===== src/rtl/inv_input_network.sv =====
// inv_input_network: recovers the original challenge from the output of the
// forward XOR-PUF input network, one bit per cycle, then un-rotates it.
// Handshake on both sides (valid/ready); x_out is held in a register.
// Optional build macro: INV_INPUT_NETWORK_CNT_EN adds a saturating 16-bit
// count of completed output handshakes on port done_cnt.
module inv_input_network #(
    parameter int N      = 64,
    parameter int NSHIFT = 0
) (
    input  logic         clk,
    input  logic         rst,
    input  logic         in_valid,
    output logic         in_ready,
    input  logic [N-1:0] y_in,
    output logic         out_valid,
    input  logic         out_ready,
    output logic [N-1:0] x_out,
    output logic         busy
`ifdef INV_INPUT_NETWORK_CNT_EN
    ,
    output logic [15:0]  done_cnt
`endif
);

    localparam int SW = $clog2(N);
    localparam logic [SW-1:0] STEP_LAST = SW'(N - 1);
    localparam logic [SW-1:0] HALF      = SW'(N / 2);

    typedef enum logic [1:0] {
        ST_IDLE    = 2'd0,
        ST_RECOVER = 2'd1,
        ST_DONE    = 2'd2
    } state_t;

    state_t        state_r;
    state_t        state_nxt_s;
    logic [N-1:0]  y_r;
    logic [N-1:0]  z_r;
    logic [N-1:0]  x_r;
    logic [SW-1:0] step_r;
    logic          in_ready_r;
    logic          out_valid_r;
    logic          busy_r;

    logic          accept_s;
    logic          out_hs_s;
    logic          last_step_s;
    logic [SW-1:0] i_s;
    logic [SW-1:0] half_i_s;
    logic [SW-1:0] idx_s;
    logic          new_bit_s;

    // x[j] = z[(j + NSHIFT) mod N]: undoes the forward rotation.
    function automatic logic [N-1:0] unrotate(input logic [N-1:0] z);
        logic [N-1:0] x;
        x = {N{1'b0}};
        for (int j = 0; j < N; j++) begin
            x[j] = z[(j + NSHIFT) % N];
        end
        return x;
    endfunction

    assign accept_s    = in_valid & in_ready_r & (state_r == ST_IDLE);
    assign out_hs_s    = out_valid_r & out_ready;
    assign last_step_s = (step_r == STEP_LAST);

    // Next z bit: z[step] = z[step-1] ^ y[idx], idx depends on parity of step-1.
    always_comb begin
        i_s      = step_r - SW'(1);
        half_i_s = {1'b0, i_s[SW-1:1]};
        if (i_s[0] == 1'b0) begin
            idx_s = half_i_s;
        end else begin
            idx_s = HALF + half_i_s + SW'(1);
        end
        new_bit_s = z_r[i_s] ^ y_r[idx_s];
    end

    // Next-state decode of the IDLE -> RECOVER -> DONE -> IDLE sequence.
    always_comb begin
        state_nxt_s = state_r;
        case (state_r)
            ST_IDLE: begin
                if (accept_s) begin
                    state_nxt_s = ST_RECOVER;
                end else begin
                    state_nxt_s = ST_IDLE;
                end
            end
            ST_RECOVER: begin
                if (last_step_s) begin
                    state_nxt_s = ST_DONE;
                end else begin
                    state_nxt_s = ST_RECOVER;
                end
            end
            ST_DONE: begin
                if (out_hs_s) begin
                    state_nxt_s = ST_IDLE;
                end else begin
                    state_nxt_s = ST_DONE;
                end
            end
            default: state_nxt_s = ST_IDLE;
        endcase
    end

    // State register.
    always_ff @(posedge clk) begin
        if (rst) begin
            state_r <= ST_IDLE;
        end else begin
            state_r <= state_nxt_s;
        end
    end

    // Datapath: capture, bit-serial recovery, output latch and status flags.
    always_ff @(posedge clk) begin
        if (rst) begin
            y_r         <= {N{1'b0}};
            z_r         <= {N{1'b0}};
            x_r         <= {N{1'b0}};
            step_r      <= {SW{1'b0}};
            in_ready_r  <= 1'b1;
            out_valid_r <= 1'b0;
            busy_r      <= 1'b0;
        end else begin
            in_ready_r <= (state_nxt_s == ST_IDLE);
            busy_r     <= (state_nxt_s == ST_RECOVER);
            case (state_r)
                ST_IDLE: begin
                    if (accept_s) begin
                        y_r    <= y_in;
                        z_r    <= {{(N-1){1'b0}}, y_in[N/2]};
                        step_r <= SW'(1);
                    end
                end
                ST_RECOVER: begin
                    z_r[step_r] <= new_bit_s;
                    if (!last_step_s) begin
                        step_r <= step_r + SW'(1);
                    end
                end
                ST_DONE: begin
                    if (out_hs_s) begin
                        out_valid_r <= 1'b0;
                    end else if (!out_valid_r) begin
                        out_valid_r <= 1'b1;
                        x_r         <= unrotate(z_r);
                    end
                end
                default: begin
                    out_valid_r <= 1'b0;
                end
            endcase
        end
    end

`ifdef INV_INPUT_NETWORK_CNT_EN
    logic [15:0] done_cnt_r;

    // Saturating count of completed output handshakes.
    always_ff @(posedge clk) begin
        if (rst) begin
            done_cnt_r <= 16'h0000;
        end else if (out_hs_s && (done_cnt_r != 16'hFFFF)) begin
            done_cnt_r <= done_cnt_r + 16'h0001;
        end
    end

    assign done_cnt = done_cnt_r;
`endif

    assign in_ready  = in_ready_r;
    assign out_valid = out_valid_r;
    assign x_out     = x_r;
    assign busy      = busy_r;

endmodule


===== config.mk =====
export PLATFORM = sky130hd
export DESIGN_NAME = inv_input_network
export DESIGN_NICKNAME = d
export VERILOG_FILES = /design/src/rtl/inv_input_network.sv
export SDC_FILE = /design/constraint.sdc
export NUM_CORES = 1
export LEC_CHECK = 0
export CORE_UTILIZATION = 59
export CTS_CLUSTER_DIAMETER = 60
export DETAILED_ROUTE_END_ITERATION = 8
export DONT_BUFFER_PORTS = 1
export PLACE_DENSITY = 0.75
export REMOVE_ABC_BUFFERS = 1
export SYNTH_ARGS = -nofsm -noshare
export SYNTH_HDL_FRONTEND = slang
export SYNTH_SLANG_ARGS = --single-unit

===== constraint.sdc =====
create_clock -name clk -period 15.41 [get_ports clk]
set_clock_uncertainty 0.05 [all_clocks]
set_input_delay 4.623 -clock clk [delete_from_list [all_inputs] [get_ports clk]]
set_output_delay 4.623 -clock clk [all_outputs]
set_load 0.01 [all_outputs]

; ---- Word-level counts from Yosys, hierarchy flattened
; Cells that the tools add are included.
[word_totals]
register_bits = 203
out_inout_bits = 67
[classes]
n_addsub = 4
magnitude_cmp = 4
reduce_logical = 9
eq_ne = 6
bitwise = 6
n_mux = 19
[ops]
columns = cell, n
row1 = $pmux W64 S2, 1
row2 = $bwmux W64, 1
row3 = $mux W64, 1
row4 = $lt A6 B7 Y1 const B, 3
row5 = $mux W6, 3
row6 = $add A6 B1 Y6 const B, 2
row7 = $bmux W1 S6, 2
row8 = $pmux W6 S2, 1
row9 = $add A6 B5 Y6 const A, 1
row10 = $demux W1 S6, 1
row11 = $eq A6 B6 Y1 const B, 1
row12 = $ge A6 B1 Y1 const B, 1
row13 = $pmux W2 S3, 1
row14 = $reduce_and A3 Y1, 2
row15 = $sub A6 B1 Y6 const B, 1
row16 = $mux W1, 5
row17 = $eq A2 B1 Y1 const B, 2
row18 = $logic_not A2 Y1, 2
row19 = $mux W2, 2
row20 = $ne A2 B2 Y1 const B, 2
row21 = $reduce_and A2 Y1, 2
row22 = $and A1 B1 Y1, 3
row23 = $eq A2 B2 Y1 const B, 1
row24 = $not A1 Y1, 2
row25 = other kinds (5), 5

; ---- Depth between registers and ports, before layout
[depth]
depth_word = 9
depth_mapped = 21
depth_no_buf = 14

; ---- Worst setup path before layout
; Ideal clock, no wire load.
[synth_path]
path_type = input to register
startpoint = input rst
endpoint = register z_r[10]
path_slack_ns = 9.602
stages = 5
required_ns = 15.232
arrival_ns = 5.630
setup_time_ns = 0.128
path_cell_list = or2_0 buf_1 nor3_2 a211oi_4 o21ai_1
[synth_lines]
columns = element, line
row1 = "start, declared", 11  ; input logic rst,
row2 = "end signal, assigned", 121  ; z_r <= {N{1'b0}};
row3 = "end signal, assigned", 134  ; z_r <= {{(N-1){1'b0}}, y_in[N/2]};
row4 = "end signal, assigned by index", 139  ; z_r[step_r] <= new_bit_s;
row5 = "end, declared", 38  ; logic [N-1:0] z_r;

; ---- Worst setup path after layout
[layout_path]
startpoint = input in_valid
endpoint = register z_r[42]
[layout_via]
elab_chain_len = 4
[layout_rtl]
columns = element, line
row1 = "start, declared", 12  ; input logic in_valid,
row2 = $and A1 B1 Y1 (2 in a row), 63  ; assign accept_s = in_valid & in_ready_r & (state_r == ST_IDLE);
row3 = $ne A2 B2 Y1 (no source line), --
row4 = $reduce_and A2 Y1 (no source line), --
; Every way passes these cells.
; A chain may end at the register's enable or synchronous reset.

==> flow_summary.toml <==
[worst_setup_path]
end_kind = "flip-flop"
slowest_stage = "buf_4"
cp_max_fo = 66
worstPathCellList = "and3_2 -> buf_4 -> nor2_4 -> buf_4 -> o211ai_1 -> o21ai_1"
ff2ff_setup_slack_ns = 10.08
crit_arrival_ns = 6.12
cp_common_cell = "buf_4"
path_buf_inv = 2
cpLargestDelayFamily = "buffers and inverters"
critical-path-max-stage-delay_ns = 0.52
cp.required_ns = 15.77
critPathLaunchType = "primary input"
critPathKind = "in2reg"

[synth]
syn_area_sq_mm = 0.009158
ys_seq_elements = 203
synth-async-reset-ratio_pct = 0
syn_avg_cell_area_sq_um = 8.386
synthCells = 1092
synth_edf_count = 0
seq_area_frac_synth_pct = 44.38
yosysWarnings = 0
netlist-cell-type-count = 70
synth_ff_type = "dfxtp_1"

[placed_design]
port_buffers = 0
place_hpwl_mm = 14.30
gp_congestion = 0.8548

[grt]
antenna_found_initial = 0
grt_use_total_pct = 28.39
grt_pass1_wl_mm = 36.92
grt_pass1_vias = 7389
grt_max_degree = 140
grt-ovfl-total = 0

[finish]
finalNetCount = 1107
drive_above_1_share_pct = 9.324
fillers = 1386
diodes = 0
area_delta_synth_final_pct = 6.968

[worst_hold_path]
hp-class = "reg2reg"

[power_and_ir_drop]
ir_worst_vdd_mv = 0.1016
power_density_mw_per_mm2 = 129.8
p_leak_nw = 3.204
total_power_mw = 1.271

[timing]
post-route-period-util_pct = 37.39
slew_viol_final = 0
max_slew_margin_pct = 26.95
clock.fmax_mhz = 173.5
tightest_slew_ns = 1.088
setup-tns-final_ns = 0
rsz0062_at_grt = "false"
finalHoldViolCount = 0
setup_violations = 0
fin_crit_ns = 5.762

[clock_network]
cts_tree = "built"
hold_buffers = 0
clkLatencyLatePin_ns = 0.50
post_cts_resized = 0
clock_sinks = 203
cts.clk_slew.worst_paths_ns = 0.06
cts_setup_buffers = 0
cts_buffer_depth = 3
numCtsBuffers = 22
cts-root-buf = "clkbuf_16"
htree_levels = 1

[die]
die_area_sq_mm = 0.01602
ios = 135
core_area_sq_mm = 0.01520
die_w_um = 126.6
num_rows = 45
die_y_um = 126.6
initial_utilization_pct = 60.24

[routing]
vias_per_cell = 6.208
wl_mm = 22.75
drc = 0
first_pass_iters = 5
vias = 7692
ant_nets = 0
drt-initial-drc-count = 527
post_drt_wl_per_cell_um = 18.36

[outcome]
status = "completed"

[job]
cap_violations = 0
-- path summary, 6_finish.rpt --
check | from | endpoint | cells after the start
worst min-delay path | y_r[62] | y_r[62] | 2
worst max register to register | step_r[1] | z_r[37] | 14
worst max-delay path | in_valid | z_r[42] | 6
worst min register to register | y_r[62] | y_r[62] | 2
-- logic make-up (layout without fill, tap and decap cells) --
kind of cell / Yosys count / count (layout) / share of synthesized area (%)
fa+ha+maj: 3 / 3 / 0.4099
mux: 37 / 37 / 6.777
buf+inv: 96 / 55 / 4.495
compound gates: 342 / 342 / 23.91
flops: 203 / 203 / 44.38
simple gates: 404 / 404 / 19.16
xor+xnor: 7 / 7 / 0.8745
-- worst register-to-register path: stages, from the launching register on --
cell and delay [ns]:
dfxtp_1 0.61, inv_1 0.19, ha_1 0.34, xnor2_4 0.38, inv_2 0.17, ha_1 0.30, or3_1 0.34, a211o_1 0.43
and2_4 0.27, or4_1 0.57, a211oi_2 0.23, o31a_1 0.46, nor3_1 0.13, a21oi_2 0.50, o21ai_0 0.21
-- registers in the layout, summed over array words and instances (netlist names) --
signal     count
y_r           64
step_r         6
state_r        2
busy           1
z_r           64
in_ready       1
out_valid      1
x_out         64
-- Yosys cell counts (4+ instances only) --
cell type,count,share of area (%)
or3_1,4,0.27
nor3_1,17,0.93
o2111ai_1,5,0.48
inv_1,6,0.25
nand2_1,278,11
xnor2_1,5,0.48
nor2b_1,4,0.27
buf_6,5,0.61
a21oi_2,4,0.38
nor3_2,8,0.87
mux2i_1,17,1.9
o21bai_1,5,0.41
a211oi_4,4,0.87
o211ai_1,64,5.2
a221oi_1,6,0.57
mux4_2,20,4.9
o31ai_1,4,0.33
a211oi_1,12,0.98
clkbuf_1,68,2.8
a21oi_1,139,7.6
nor2_1,43,1.8
o21ai_0,51,2.8
buf_1,11,0.45
a22o_1,4,0.38
dfxtp_1,203,44
nand3_1,17,0.93
nand2b_1,5,0.34
o21ai_1,16,0.87
-- power breakdown --
part	switching, mW	internal [mW]
logic	0.141	0.0722
clock network	0.204	0.305
registers	0.00915	0.539
-- metal layers --
layer	global-route usage, %	wire [um]	up-vias	part of all wire, %
met4	12.05	670	0	2.9
met5	0	0	-	0
met3	4.724	1375	46	6.0
met2	48.00	11100	250	49
met1	35.98	9601	3630	42
li1	-	-	3766	-
-- area by class of cell --
cell class	count	area, sq um	area share (%)
Clock buffer	34	646.9	6.604
Clock inverter	5	53.80	0.5492
Inverter	7	26.28	0.2682
Multi-Input combinational cell	793	4701	47.99
Sequential cell	203	4065	41.50
Tap cell	188	235.2	2.401
Timing Repair Buffer	9	67.56	0.6897
-- cell usage in the layout (no fill, tap or decap), types with 5 or more instances in the layout --
master | netlist | layout
nand2_1 | 278 | 278
dfxtp_1 | 203 | 202
a21oi_1 | 139 | 139
o211ai_1 | 64 | 64
o21ai_0 | 51 | 51
nor2_1 | 43 | 42
clkbuf_16 | 0 | 23
mux4_2 | 20 | 20
mux2i_1 | 17 | 17
nor3_1 | 17 | 17
nand3_1 | 17 | 16
o21ai_1 | 16 | 16
a211oi_1 | 12 | 12
buf_4 | 3 | 9
nor3_2 | 8 | 8
clkbuf_1 | 68 | 8
inv_1 | 6 | 6
a221oi_1 | 6 | 6
nand2b_1 | 5 | 5
xnor2_1 | 5 | 5
o21bai_1 | 5 | 5
o2111ai_1 | 5 | 5
-- per-stage QoR --
step	area, sq um	cells	hold slack (ns)	utilization [%]	setup slack (ns)
CTS	9796	1239	0.3967	64.44	9.657
global route	9796	1239	0.4153	64.44	9.523
global placement	9095	1200	0.3849	59.83	9.228
finish	9796	1239	0.3954	64.44	9.648
detailed placement	9095	1200	0.3892	59.83	9.170
floorplan	8772	1003	0.3757	-	7.516
No activity file was read; power rests on OpenSTA's default activity.
